### config.mk
export PLATFORM = sky130hd
export DESIGN_NAME = feedback_output_stage
export DESIGN_NICKNAME = d
export VERILOG_FILES = /design/src/rtl/pt_feedback_pkg.sv /design/src/rtl/soft_enable_ramp.sv /design/src/rtl/feedback_output_stage.sv
export SDC_FILE = /design/constraint.sdc
export NUM_CORES = 1
export LEC_CHECK = 0
export ABC_CLOCK_PERIOD_IN_PS = 19130
export CAP_MARGIN = 20
export CORE_MARGIN = 2
export CORE_UTILIZATION = 60
export CTS_CLUSTER_SIZE = 25
export DETAILED_ROUTE_END_ITERATION = 8
export GPL_ROUTABILITY_DRIVEN = 0
export PLACE_DENSITY = 0.74
export SLEW_MARGIN = 20
export SYNTH_ARGS = -nofsm -noshare
export SYNTH_HDL_FRONTEND = slang
export SYNTH_SLANG_ARGS = --single-unit
### constraint.sdc
create_clock -name clk_i -period 19.13 [get_ports clk_i]
set_clock_uncertainty 0.15 [all_clocks]
set_input_delay 3.826 -clock clk_i [delete_from_list [all_inputs] [get_ports clk_i]]
set_output_delay 3.826 -clock clk_i [all_outputs]
set_load 0.005 [all_outputs]
### src/rtl/pt_feedback_pkg.sv
// Shared definitions for the pt_feedback output path: ramp state encoding and
// helpers that derive the DAC saturation bounds from the output width.
package pt_feedback_pkg;

    typedef enum logic [1:0] {
        ST_OFF       = 2'd0,
        ST_RAMP_UP   = 2'd1,
        ST_ON        = 2'd2,
        ST_RAMP_DOWN = 2'd3
    } ramp_state_e;

    // Largest and smallest two's-complement values of an ow-bit sample.
    function automatic longint sat_hi(input int ow);
        return (64'sd1 <<< (ow - 1)) - 64'sd1;
    endfunction

    function automatic longint sat_lo(input int ow);
        return -(64'sd1 <<< (ow - 1));
    endfunction

endpackage

### src/rtl/soft_enable_ramp.sv
// Soft-enable ramp: walks the gain factor R linearly between 0 and 2^RAMP_BITS
// so that toggling feedback never steps the DAC.
module soft_enable_ramp
    import pt_feedback_pkg::*;
#(
    parameter int RAMP_BITS = 8
) (
    input  logic               clk_i,
    input  logic               rst_ni,
    input  logic               enable_i,
    input  logic [3:0]         ramp_rate_i,
    output logic [RAMP_BITS:0] r_o,
    output ramp_state_e        state_o
);

    localparam int                 PRE_W  = 15;
    localparam logic [RAMP_BITS:0] R_FULL = {1'b1, {RAMP_BITS{1'b0}}};
    localparam logic [RAMP_BITS:0] R_ONE  = {{RAMP_BITS{1'b0}}, 1'b1};

    ramp_state_e        state_q;
    logic [RAMP_BITS:0] r_q;
    logic [PRE_W-1:0]   pre_q;
    logic [3:0]         rate_q;
    logic [PRE_W-1:0]   pre_max;
    logic               tick;

    // The rate is latched only when the prescaler restarts, so a live change
    // mid-ramp takes effect from the next wrap.
    assign pre_max = {PRE_W{1'b1}} >> (4'd15 - rate_q);
    assign tick    = (pre_q == pre_max);

    always_ff @(posedge clk_i or negedge rst_ni) begin
        if (!rst_ni) begin
            state_q <= ST_OFF;
            r_q     <= '0;
            pre_q   <= '0;
            rate_q  <= '0;
        end else begin
            // NOTE: state is updated with non-blocking assignments so every
            // register in this block sees the pre-edge values of the others.
            case (state_q)
                ST_OFF: begin
                    pre_q  <= '0;
                    rate_q <= ramp_rate_i;
                    if (enable_i) state_q <= ST_RAMP_UP;
                end
                ST_RAMP_UP: begin
                    if (!enable_i) begin
                        state_q <= ST_RAMP_DOWN;
                        pre_q   <= '0;
                        rate_q  <= ramp_rate_i;
                    end else if (r_q == R_FULL) begin
                        state_q <= ST_ON;
                        pre_q   <= '0;
                        rate_q  <= ramp_rate_i;
                    end else if (tick) begin
                        r_q    <= r_q + 1'b1;
                        pre_q  <= '0;
                        rate_q <= ramp_rate_i;
                        if (r_q == R_FULL - 1'b1) state_q <= ST_ON;
                    end else begin
                        pre_q <= pre_q + 1'b1;
                    end
                end
                ST_ON: begin
                    pre_q  <= '0;
                    rate_q <= ramp_rate_i;
                    if (!enable_i) state_q <= ST_RAMP_DOWN;
                end
                ST_RAMP_DOWN: begin
                    if (enable_i) begin
                        state_q <= ST_RAMP_UP;
                        pre_q   <= '0;
                        rate_q  <= ramp_rate_i;
                    end else if (r_q == '0) begin
                        state_q <= ST_OFF;
                        pre_q   <= '0;
                        rate_q  <= ramp_rate_i;
                    end else if (tick) begin
                        r_q    <= r_q - 1'b1;
                        pre_q  <= '0;
                        rate_q <= ramp_rate_i;
                        if (r_q == R_ONE) state_q <= ST_OFF;
                    end else begin
                        pre_q <= pre_q + 1'b1;
                    end
                end
            endcase
        end
    end

    assign r_o     = r_q;
    assign state_o = state_q;

endmodule

### src/rtl/feedback_output_stage.sv
// pt_feedback output stage: gain, arithmetic shift, DAC saturation and soft
// enable ramp, four registered stages with no stall, plus a clip counter.
module feedback_output_stage
    import pt_feedback_pkg::*;
#(
    parameter int INPUT_WIDTH   = 17,
    parameter int GAIN_WIDTH    = 16,
    parameter int OUTPUT_WIDTH  = 14,
    parameter int RAMP_BITS     = 8,
    parameter int SAT_CNT_WIDTH = 16
) (
    input  logic                            clk_i,
    input  logic                            rst_ni,
    input  logic signed [INPUT_WIDTH-1:0]   data_i,
    input  logic signed [GAIN_WIDTH-1:0]    gain_i,
    input  logic        [3:0]               shift_i,
    input  logic                            enable_i,
    input  logic        [3:0]               ramp_rate_i,
    input  logic                            sat_clr_i,
    output logic signed [OUTPUT_WIDTH-1:0]  data_o,
    output logic                            sat_o,
    output logic        [SAT_CNT_WIDTH-1:0] sat_cnt_o,
    output logic        [1:0]               state_o
);

    localparam int PROD_WIDTH      = INPUT_WIDTH + GAIN_WIDTH;
    localparam int RAMP_PROD_WIDTH = OUTPUT_WIDTH + RAMP_BITS + 2;
    localparam logic signed [PROD_WIDTH-1:0] SAT_HI = PROD_WIDTH'(sat_hi(OUTPUT_WIDTH));
    localparam logic signed [PROD_WIDTH-1:0] SAT_LO = PROD_WIDTH'(sat_lo(OUTPUT_WIDTH));

    logic signed [INPUT_WIDTH-1:0]     data_s1_q;
    logic signed [GAIN_WIDTH-1:0]      gain_s1_q;
    logic        [3:0]                 shift_s1_q, shift_s2_q;
    logic signed [PROD_WIDTH-1:0]      prod_s2_q, prod_s2_d;
    logic signed [PROD_WIDTH-1:0]      shifted;
    logic signed [OUTPUT_WIDTH-1:0]    q_s3_q, q_s3_d;
    logic                              clip_s3_q, clip_s3_d;
    logic signed [RAMP_PROD_WIDTH-1:0] ramp_prod;
    logic signed [OUTPUT_WIDTH-1:0]    y_s4_q, y_s4_d;
    logic                              sat_s4_q;
    logic        [SAT_CNT_WIDTH-1:0]   sat_cnt_q, sat_cnt_d;
    logic        [RAMP_BITS:0]         ramp_r;
    ramp_state_e                       ramp_state;

    soft_enable_ramp #(
        .RAMP_BITS (RAMP_BITS)
    ) u_ramp (
        .clk_i       (clk_i),
        .rst_ni      (rst_ni),
        .enable_i    (enable_i),
        .ramp_rate_i (ramp_rate_i),
        .r_o         (ramp_r),
        .state_o     (ramp_state)
    );

    always_comb begin
        // NOTE: every combinational output is given a default first so that no
        // path through the block can infer a latch.
        prod_s2_d = PROD_WIDTH'(data_s1_q) * PROD_WIDTH'(gain_s1_q);
        shifted   = prod_s2_q >>> shift_s2_q;
        q_s3_d    = OUTPUT_WIDTH'(shifted);
        clip_s3_d = 1'b0;
        if (shifted > SAT_HI) begin
            q_s3_d    = OUTPUT_WIDTH'(SAT_HI);
            clip_s3_d = 1'b1;
        end else if (shifted < SAT_LO) begin
            q_s3_d    = OUTPUT_WIDTH'(SAT_LO);
            clip_s3_d = 1'b1;
        end

        // R is unsigned; the zero bit keeps the ramp product signed on q only.
        ramp_prod = RAMP_PROD_WIDTH'(q_s3_q) * RAMP_PROD_WIDTH'($signed({1'b0, ramp_r}));
        y_s4_d    = OUTPUT_WIDTH'(ramp_prod >>> RAMP_BITS);

        sat_cnt_d = sat_cnt_q;
        if (sat_clr_i) begin
            sat_cnt_d = '0;
        end else if (clip_s3_q && (ramp_state != ST_OFF) && !(&sat_cnt_q)) begin
            sat_cnt_d = sat_cnt_q + 1'b1;
        end
    end

    always_ff @(posedge clk_i or negedge rst_ni) begin
        if (!rst_ni) begin
            data_s1_q  <= '0;
            gain_s1_q  <= '0;
            shift_s1_q <= '0;
            prod_s2_q  <= '0;
            shift_s2_q <= '0;
            q_s3_q     <= '0;
            clip_s3_q  <= 1'b0;
            y_s4_q     <= '0;
            sat_s4_q   <= 1'b0;
            sat_cnt_q  <= '0;
        end else begin
            data_s1_q  <= data_i;
            gain_s1_q  <= gain_i;
            shift_s1_q <= shift_i;
            prod_s2_q  <= prod_s2_d;
            shift_s2_q <= shift_s1_q;
            q_s3_q     <= q_s3_d;
            clip_s3_q  <= clip_s3_d;
            y_s4_q     <= y_s4_d;
            sat_s4_q   <= clip_s3_q;
            sat_cnt_q  <= sat_cnt_d;
        end
    end

    assign data_o    = y_s4_q;
    assign sat_o     = sat_s4_q;
    assign sat_cnt_o = sat_cnt_q;
    assign state_o   = ramp_state;

endmodule

==> Word level (Yosys, flattened, before mapping) <==
Cells that the tools add are included.
{ "classes": {"eq_ne": 19, "mul": 2, "n_addsub": 5, "n_mux": 36, "order_cmp": 2, "n_shift": 2, "reduce_logical": 12} }
{ "op_table": {"columns": ["cell", "count"], "rows": [
  ["$mux 15", 5],
  ["$mux 9", 6],
  ["$pmux 15 s3", 1],
  ["$gt 33x14->1 const B", 1],
  ["$lt 33x14->1 const B", 1],
  ["$mul 17x16->33", 1],
  ["$sshr 33x4->33", 1],
  ["$mux 16", 2],
  ["$mux 14", 2],
  ["$mul 14x10->22", 1],
  ["$mux 2", 10],
  ["$mux 4", 5],
  ["$pmux 9 s2", 1],
  ["$add 16x1->16 const B", 1],
  ["$ne 4x2->1 const B", 4],
  ["$reduce_and 16->1", 1],
  ["$add 15x1->15 const B", 1],
  ["$eq 15x15->1", 1],
  ["$shr 15x4->15 const A", 1],
  ["$ne 2x2->1 const B", 6],
  ["$pmux 4 s3", 1],
  ["$add 9x1->9 const B", 1],
  ["$eq 9x1->1 const B", 1],
  ["$eq 9x8->1 const B", 1],
  ["other kinds (16)", 22]
]} }
{ "totals": {"inputBits": 45, "word_cells": 92, "ff_bits": 150, "out_inout_bits": 33} }

==> Logic depth before layout (Yosys ltp) <==
Gate-level depths: netlist (run 1).
{ "depth": {"word_depth": 7, "depth_mapped": 23} }

==> Modules after synthesis <==
A second synthesis (run 1) with hierarchy kept.
{ "unflattened": {"cells_unflattened": 2262, "hier_area_um2": 21887.2} }
{ "modules_own_cells": {"columns": ["module", "seq_area_each_um2", "instances", "cells_per_inst", "area_per_inst_um2"], "rows": [
  ["feedback_output_stage", 3002.9, 1, 2005, 19697.6],
  ["soft_enable_ramp", 750.7, 1, 257, 2189.6]
]} }

==> Worst setup path before layout (run 1) <==
OpenSTA, ideal clock, no wires.
{ "synth_timing": {"path_kind": "reg-to-reg", "from": "register gain_s1_q[1]", "to": "register prod_s2_q[32]", "required_time_ns": 18.854, "setup_slack_ns": 12.776, "stages_incl_launch_ff": 21, "n_path_buf": 1, "arrival_time_ns": 6.078, "setup_time_ns": 0.126, "path_cell_list": "dfrtp_1 -> clkbuf_1 -> nand2_1 -> inv_1 -> fa_1 -> fa_1 -> fa_1 -> fa_1 -> fa_1 -> inv_1 -> fa_1 -> inv_1 -> ha_1 -> nand4_1 -> nor3_1 -> nand4_1 -> nor3_1 -> o211ai_1 -> a31oi_1 -> nor4_1 -> a311o_1"} }
{ "synth_via": {"elab_chain_cells": 1} }
{ "synth_lines": {"columns": ["element", "line_no", "text"], "rows": [
  ["start, declared", "feedback_output_stage.sv:32", "logic signed [GAIN_WIDTH-1:0] gain_s1_q;"],
  ["start signal, assigned", "feedback_output_stage.sv:97", "gain_s1_q <= gain_i;"],
  ["$mul 17x16->33", "feedback_output_stage.sv:59", "prod_s2_d = PROD_WIDTH'(data_s1_q) * PROD_WIDTH'(gain_s1_q);"],
  ["named net prod_s2_d[32]", "feedback_output_stage.sv:34", "logic signed [PROD_WIDTH-1:0] prod_s2_q, prod_s2_d;"],
  ["end signal, assigned", "feedback_output_stage.sv:99", "prod_s2_q <= prod_s2_d;"],
  ["end, declared", "feedback_output_stage.sv:34", null]
]} }
The timed path passes the listed nets, and every way through them passes these cells.
A chain may end at the register's enable or synchronous reset.

==> Final worst setup path (run 1) <==
Ends and elaborated chain as after synthesis.

==> results of run 1 <==
==> Yosys cell counts (all sizes together) (11+ instances only) <==
cell type / number
nor2b: 11
xnor2: 61
nor3: 20
nand2b: 14
mux4: 26
xor2: 34
buf: 14
a21oi: 68
nand2: 215
o21ai: 52
clkbuf: 69
and2: 221
nand3: 24
nor2: 99
a21o: 13
nand4: 13
dfrtp: 150
ha: 141
mux2: 20
inv: 454
fa: 376
a31oi: 12
mux2i: 25
==> area by class of cell <==
class	count	area share
inverter	455	0.0734
sequential	150	0.161
multi-input combinational	1550	0.682
clock buffer	19	0.0190
timing repair buffer	81	0.0345
clock inverter	11	0.00548
tap	461	0.0248
==> logic make-up after synthesis <==
kind of cell	synth area share
simple gates	0.150
buf+inv	0.0946
fa+ha+maj	0.429
compound gates	0.0640
flops	0.173
xor+xnor	0.0384
mux	0.0510
==> placed cells by master (no fill, tap or decap), types with 4 or more instances in the layout <==
cell type        netlist  final
a21o_1                13     13
clkinvlp_4             0      6
a21oi_1               68     68
mux2_2                20     20
nand3b_1               4      4
nand2b_1              14     14
xnor2_1               61     61
o21a_1                10     10
mux4_1                12     12
ha_1                 141    141
clkbuf_16              0     17
dfrtp_1              150    150
xor2_1                34     34
a31oi_1               12     12
nor3_1                20     20
nand2_1              215    215
and3_1                 7      7
nor2_1                98     98
and2_1               221    221
o21bai_1               7      7
nand3_1               24     24
buf_4                  0      4
fa_1                 376    376
mux2i_1               25     25
nor2b_1               11     11
or2_2                  5      5
o211ai_1               8      8
inv_1                453    453
o21ai_0               49     49
nand4_1               13     13
mux4_2                14     14
a221oi_1               4      4
a211oi_1              10     10
or3_1                  6      6
clkdlybuf4s50_1        0     76
==> worst max-delay path: cells and delay by family, from the launching register on <==
family / cells / cell delay (ps)
fa+ha+maj: 7 / 3930
simple gates: 6 / 1210
compound gates: 3 / 810
flops: 1 / 660
buf+inv: 3 / 260
==> layer usage <==
layer | global-route usage | share of wire | wire length (µm) | vias up
met2 | 0.454 | 0.53 | 24200 | 376
li1 | - | - | - | 6943
met4 | 0.0833 | 0.024 | 1120 | 0
met3 | 0.0329 | 0.039 | 1780 | 78
met5 | 0 | 0 | 0 | -
met1 | 0.339 | 0.41 | 18900 | 7828
==> worst min-delay path by stage <==
stage	start	endpoint	depth (start not counted)
floorplan	shift_s1_q[0]$_DFF_PN0_	shift_s2_q[0]$_DFF_PN0_	0
global placement	shift_s1_q[0]$_DFF_PN0_	shift_s2_q[0]$_DFF_PN0_	0
detailed placement	shift_s1_q[1]$_DFF_PN0_	shift_s2_q[1]$_DFF_PN0_	0
CTS	shift_s1_q[1]$_DFF_PN0_	shift_s2_q[1]$_DFF_PN0_	0
global route	shift_s1_q[1]$_DFF_PN0_	shift_s2_q[1]$_DFF_PN0_	0
finish	shift_s1_q[1]$_DFF_PN0_	shift_s2_q[1]$_DFF_PN0_	0
==> state kept, by name, summed over array words and instances (netlist names), 2 cells and up <==
signal and count:
u_ramp.state_o 2, gain_s1_q 16, u_ramp.rate_q 4, u_ramp.pre_q 15, q_s3_q 14, prod_s2_q 33, sat_cnt_o 16, u_ramp.r_o 9
shift_s2_q 4, data_o 14, shift_s1_q 4, data_s1_q 17
==> through the flow <==
stage | setup slack (ps) | hold slack [ps] | instance area [µm²]
6_report | 11960 | 197 | 23300
5_1_grt | 11590 | 206 | 23300
4_1_cts | 11970 | 198 | 23300
3_5_place_dp | 12000 | 186 | 22700
3_3_place_gp | 12370 | 186 | 22700
2_1_floorplan | 12780 | 181 | 21700
==> results_dict.tcl, run 1 <==
set metrics [dict create \
    status "finished, final reports clean" \
    numPortBuffers 77 \
    placedCellCount 2697 \
    drtPass1Iterations 5 \
    grt_pass1_wl_um 79000 \
    slew_violations 0 \
    synth_top_area_frac 0.347 \
    r2r_end "prod_s2_q[32]$_DFF_PN0_" \
    drive_gt1_frac 0.0362 \
    finalCritPeriodShare 0.375 \
    clock_latency_ps 450 \
    synthTopCellsByArea "fa_1, dfrtp_1, ha_1" \
    synth.distinct_cells 70 \
    hold_buffers 0 \
    ant_nets 0 \
    grt_start_max_net_pins 80 \
    synth-edff-count 0 \
    cts_resized 0 \
    ys_async_sr_fraction 1.00 \
    route.detailed.drc 0 \
    crit_end "prod_s2_q[32]$_DFF_PN0_" \
    synth_seq_cells 150 \
    cap_violations 0 \
    area_growth_pct 7.42 \
    ys_seq_area_frac 0.173 \
    num_rows 69 \
    reg2reg_slack_ps 11960 \
    path_clk_slew_ps 60 \
    finalNetCount 2817 \
    hold_violations 0 \
    initial_core_util 0.609 \
    rsz0062_at_grt "no" \
    grt_overflow 0 \
    tns_ps 0 \
    ys.flop_type "dfrtp_1" \
    root_buffer "clkbuf_16" \
    yosys_warnings 0 \
    rr_worst_depth 19 \
    max_freq_mhz 139 \
    grt_usage 0.260 \
    routed_wl_um 46000 \
    r2r_start "gain_s1_q[1]$_DFF_PN0_" \
    die_area_um2 37700 \
    relSlewSlack 0.374 \
    setup_violations 0 \
    crit_start "gain_s1_q[1]$_DFF_PN0_" \
    dr_total_vias 15200 \
    seq_area_um2 3750 \
    cp_slowest_cell "fa_1" \
    post-route-util 0.654 \
    synth.largest_area_cell "fa_1" \
    ioPinCount 78 \
    diodes 0 \
    die-width_um 194 \
    hold_path_class "flop to flop" \
    fillCellCount 2875 \
    critPathMaxFanout 17 \
    worst_setup_path_start_kind "flop" \
    first_iter_violations 768 \
    cts_tree "built" \
    synth_area_um2 21700 \
    fin_cells 2727 \
    cts_buffers 17 \
    crit_top_cell "fa_1" \
    cts_max_path_buffers 2 \
    max_stage_delay_ps 910 \
    grt_antenna_before_repair 0 \
    endpoint_kind "flop" \
    post_drt_wl_per_cell_um 16.9 \
    die_y_um 194 \
    cts.sinks 150 \
    vias_per_cell 5.58 \
    crit_required_ps 19300 \
    hpwl_um 36700 \
    grt_pass1_vias 16400 \
    core_area_um2 35600 \
    avgSynthCellArea_um2 9.68 \
    synth_cells 2238 \
    htree_levels 4 \
    tightest_slew_ps 939 \
    path_cells "nand2_1 -> inv_1 -> fa_1 -> fa_1 -> fa_1 -> fa_1 -> fa_1 -> inv_1 -> fa_1 -> inv_1 -> ha_1 -> nand4_1 -> nor3_1 -> nand4_1 -> nor3_1 -> o211ai_1 -> a31oi_1 -> nor4_1 -> a311o_1" \
    synth.net_count 2800 \
    arrival_ps 7340 \
    postCtsSetupRepairBufs 0 \
    fin_crit_ps 7170 \
    multiInputGateArea_um2 15900 \
    critPathKind "flop to flop" \
]
Power of run 1 is not shown: default switching activity piles up to over one toggle a cycle in this logic, so the estimate is an artifact.
==> run 2, diff against run 1 <==
- ABC_CLOCK_PERIOD_IN_PS: 19130 -> 6000
- CORE_UTILIZATION: 60 -> 58
- PLACE_DENSITY: 0.74 -> 0.75
- clock period: 19.13 -> 6 ns (I/O delays scaled with it)
==> results_dict.tcl, run 2 (synthesis results as in run 1) <==
set metrics [dict create \
    largest_register_ffs 33 \
    slew_violations 0 \
    path_cells "buf_12 -> and2_1 -> fa_1 -> inv_1 -> fa_2 -> fa_1 -> inv_1 -> fa_1 -> fa_1 -> inv_1 -> fa_1 -> inv_1 -> ha_4 -> a21oi_2 -> o21ai_0 -> buf_4 -> nand2_1 -> o211ai_1 -> o211ai_1 -> buf_4 -> a31oi_4 -> buf_4 -> a311o_1" \
    dr_total_vias 15700 \
    numPortBuffers 77 \
    fillCellCount 2741 \
    die_y_um 197 \
    grt_antenna_before_repair 0 \
    hpwl_um 37900 \
    root_buffer "clkbuf_16" \
    regMostFlops "prod_s2_q" \
    top_regs "prod_s2_q (33), data_s1_q (17)" \
    first_iter_violations 864 \
    grt_overflow 0 \
    hold_path_class "flop to flop" \
    max_stage_delay_ps 550 \
    path_clk_slew_ps 80 \
    num_rows 70 \
    status "complete, but fails checks" \
    worst_setup_path_start_kind "flop" \
    critPathKind "flop to flop" \
    grt_start_max_net_pins 111 \
    crit_required_ps 6190 \
    fin_crit_ps 6030 \
    die-width_um 197 \
    cts_tree "built" \
    layout_commonest_cell "inv_1" \
    tns_ps -34.0 \
    die_area_um2 38900 \
    grt_pass1_vias 17200 \
    final_cell_mix "inv_1, fa_1, and2_1, nand2_1, ha_1" \
    hold_violations 0 \
    cp_slowest_cell "fa_1" \
    route.detailed.drc 0 \
    cts.sinks 150 \
    path_delay_family "adder cells" \
    ant_nets 0 \
    core_area_um2 36700 \
    rsz0062_at_grt "yes" \
    endpoint_kind "flop" \
    cap_violations 0 \
    tightest_slew_ps 772 \
    finalCritPeriodShare 1.01 \
    max_freq_mhz 166 \
    htree_levels 4 \
    cts_max_path_buffers 2 \
    clock_latency_ps 460 \
    grt_usage 0.260 \
    drive_gt1_frac 0.131 \
    routed_wl_um 48000 \
    diodes 0 \
    arrival_ps 6230 \
    cts_buffers 17 \
    area_growth_pct 14.5 \
    drtPass1Iterations 7 \
    initial_core_util 0.591 \
    setup_violations 1 \
    relSlewSlack 0.482 \
    crit_top_cell "fa_1" \
    critPathMaxFanout 5 \
    ioPinCount 78 \
    vias_per_cell 5.47 \
    path_buf_inv 8 \
    grt_pass1_wl_um 81200 \
    post_drt_wl_per_cell_um 16.7 \
    finalNetCount 2954 \
    setup_slack_ps -34.0 \
    violations "setup timing" \
]
## run 2: cell count changes in the layout (fill, tap and decap cells not counted), sizes merged
cell and change:
clkinv +2, clkinvlp -6, buf +137, inv +6
## run 2: worst register-to-register path: cells and delay by family, from the launching register on
| family | cells | cell delay, ps |
|---|---|---|
| and+or+nand+nor | 2 | 220 |
| buffers and inverters | 8 | 910 |
| AOI/OAI and AO/OA | 6 | 930 |
| DFF | 1 | 460 |
| adders and majority gates | 7 | 3270 |
## run 2: cell type report
type	count	area, µm²	area share
Clock buffer	19	453	0.0182
Clock inverter	13	160	0.00645
Inverter	455	1710	0.0689
Multi-Input combinational cell	1550	16200	0.651
Sequential cell	150	3790	0.153
Tap cell	468	586	0.0236
Timing Repair Buffer	218	1960	0.0788
## run 2: layer usage
| metal | part of all wire | track usage |
|---|---|---|
| met4 | 0.029 | 0.0819 |
| met1 | 0.41 | 0.331 |
| met3 | 0.046 | 0.0435 |
| met2 | 0.51 | 0.455 |
| met5 | 0 | 0 |
## run 2: worst paths after layout
| path | from | to | slack, ps | cells after the start |
|---|---|---|---|---|
| setup / recovery | gain_s1_q[4]$_DFF_PN0_ | prod_s2_q[32]$_DFF_PN0_ | -30 | 23 |
| hold / removal | shift_s1_q[2]$_DFF_PN0_ | shift_s2_q[2]$_DFF_PN0_ | 200 | 0 |
| setup reg to reg | gain_s1_q[4]$_DFF_PN0_ | prod_s2_q[32]$_DFF_PN0_ | -30 | 23 |
| hold reg to reg | shift_s1_q[2]$_DFF_PN0_ | shift_s2_q[2]$_DFF_PN0_ | 200 | 0 |
| max in group asynchronous | rst_ni | gain_s1_q[11]$_DFF_PN0_ | 3840 | 3 |
| min in group asynchronous | rst_ni | data_o[4]$_DFF_PN0_ | 470 | 1 |
## run 2: per-stage QoR
step	utilization	worst slack [ps]	instance area (µm²)	hold slack [ps]	std cells
final	0.676	-34.0	24800	200	2873
after global routing	0.676	-221	24800	210	2873
after CTS	0.664	-64.0	24400	201	2853
after detailed placement	0.644	-158	23600	185	2813
after global placement	0.644	-45.9	23600	183	2813
after floorplan	-	2.45	21800	181	2238
## run 2: repair_timing
item / in CTS / in global routing
buffers inserted: 8 / 19
pin swaps: 6 / 39
resized for setup: 33 / 79
endpoints found under the setup margin: 9 / 14
hold buffers: 0 / 0
Power of run 2 is left out for the same reason.
==> run 3, diff against run 2 <==
- PLACE_DENSITY: 0.75 -> 0.79
==> results_dict.tcl, run 3 (synthesis results as in run 1) <==
set metrics [dict create \
    drive_gt1_frac 0.131 \
    cts_buffers 17 \
    core_area_um2 36700 \
    route.detailed.drc 0 \
    root_buffer "clkbuf_16" \
    tns_ps -11.1 \
    grt_usage 0.261 \
    grt_pass1_vias 17500 \
    critPathKind "flop to flop" \
    die_y_um 197 \
    hold_path_startpoint "shift_s1_q[0]$_DFF_PN0_" \
    routed_wl_um 48600 \
    seq_area_um2 3780 \
    drtPass1Iterations 5 \
    cts_tree "built" \
    setup_slack_ps -11.1 \
    relSlewSlack 0.376 \
    violations "setup timing" \
    reg2reg_slack_ps -10 \
    layout_commonest_cell "inv_1" \
    post_drt_wl_per_cell_um 16.8 \
    hpwl_um 38500 \
    grt_overflow 0 \
    hold_buffers 0 \
    path_clk_slew_ps 70 \
    first_iter_violations 876 \
    top_regs "prod_s2_q (33), data_s1_q (17)" \
    ioPinCount 78 \
    fin_crit_ps 6010 \
    rsz0062_at_grt "yes" \
    grt_antenna_before_repair 0 \
    regMostFlops "prod_s2_q" \
    arrival_ps 6180 \
    setup_violations 1 \
    ant_nets 0 \
    vias_per_cell 5.49 \
    r2r_start "data_s1_q[16]$_DFF_PN0_" \
    numPortBuffers 77 \
    fillCellCount 2661 \
    cts_max_path_buffers 2 \
    hold_violations 0 \
    slew_violations 0 \
    dr_total_vias 15800 \
    crit_required_ps 6170 \
    finalCritPeriodShare 1.00 \
    rr_worst_depth 21 \
    die_area_um2 38900 \
    htree_levels 4 \
    initial_core_util 0.591 \
    final_cell_mix "inv_1, fa_1, and2_1, nand2_1, buf_4" \
    holdPathEnd "shift_s2_q[0]$_DFF_PN0_" \
    status "complete, but fails checks" \
    endpoint_kind "flop" \
    die-width_um 197 \
    multiInputGateArea_um2 16100 \
    worst_setup_path_start_kind "flop" \
    max_freq_mhz 166 \
    grt_pass1_wl_um 81500 \
    finalNetCount 2965 \
    tightest_slew_ps 936 \
    r2r_end "prod_s2_q[32]$_DFF_PN0_" \
    critPathMaxFanout 6 \
    largest_register_ffs 33 \
    diodes 0 \
    area_growth_pct 14.6 \
    cts.sinks 150 \
    num_rows 70 \
    hold_path_class "flop to flop" \
    min_path_cells 0 \
    grt_start_max_net_pins 71 \
    clock_latency_ps 450 \
    cap_violations 0 \
]
-- run 3: changes by cell type in the layout (fill, tap and decap cells not counted), moves of 3 or more --
| cell | delta |
|---|---|
| and2_1 | -3 |
| and2_4 | +3 |
| buf_4 | +7 |
| dfrtp_1 | +6 |
| dfrtp_2 | -6 |
| inv_8 | -3 |
-- run 3: how the worst max path moves through the flow --
stage | endpoint | from
floorplan | prod_s2_q[32]$_DFF_PN0_ | data_s1_q[12]$_DFF_PN0_
global placement | prod_s2_q[32]$_DFF_PN0_ | gain_s1_q[7]$_DFF_PN0_
detailed placement | prod_s2_q[32]$_DFF_PN0_ | gain_s1_q[7]$_DFF_PN0_
CTS | prod_s2_q[32]$_DFF_PN0_ | gain_s1_q[5]$_DFF_PN0_
global route | prod_s2_q[32]$_DFF_PN0_ | gain_s1_q[5]$_DFF_PN0_
finish | prod_s2_q[32]$_DFF_PN0_ | data_s1_q[16]$_DFF_PN0_
-- run 3: area by class of cell --
type / instances / share of cell area
well taps: 468 / 0.0236
flip-flops and latches: 150 / 0.152
multi-input cells: 1550 / 0.650
clock buffers: 22 / 0.0191
clock inverters: 9 / 0.00378
inverters: 455 / 0.0688
repair buffers: 229 / 0.0825
-- run 3: metrics by stage --
step                 util  hold slack, ps  cells  setup WS, ps  area (µm²)
floorplan               -             181   2238          2.45       21800
global placement    0.647             186   2821         -22.9       23700
detailed placement  0.647             186   2821          -174       23700
CTS                 0.666             199   2862         -2.57       24500
global route        0.677             205   2883          -246       24800
finish              0.677             198   2883         -11.1       24800
-- run 3: critical path: stages (launching register included) --
cell      delay [ps]
dfrtp_2          460
buf_6            160
nand2_4           70
inv_2             40
fa_2             590
buf_4            140
fa_1             430
fa_1             500
fa_1             500
fa_1             490
inv_1             50
fa_1             470
inv_1             60
ha_1             340
nand2_2          110
nor3_2           210
nand4_1          130
nor3_2           230
o211ai_1         160
a31oi_1          230
nor4_1            80
a311o_1          290
-- run 3: what timing repair did --
action / in CTS / in global routing
buffers inserted: 10 / 21
setup endpoints to repair: 5 / 9
resized for setup: 39 / 64
pin swaps: 13 / 57
-- run 3: routing by layer --
metal	vias up	routed length, µm	global-route usage
li1	7241	-	-
met1	7938	19700	0.325
met2	516	24700	0.462
met3	125	2420	0.0372
met4	0	1780	0.0980
met5	-	0	0
Power of run 3 is left out for the same reason.
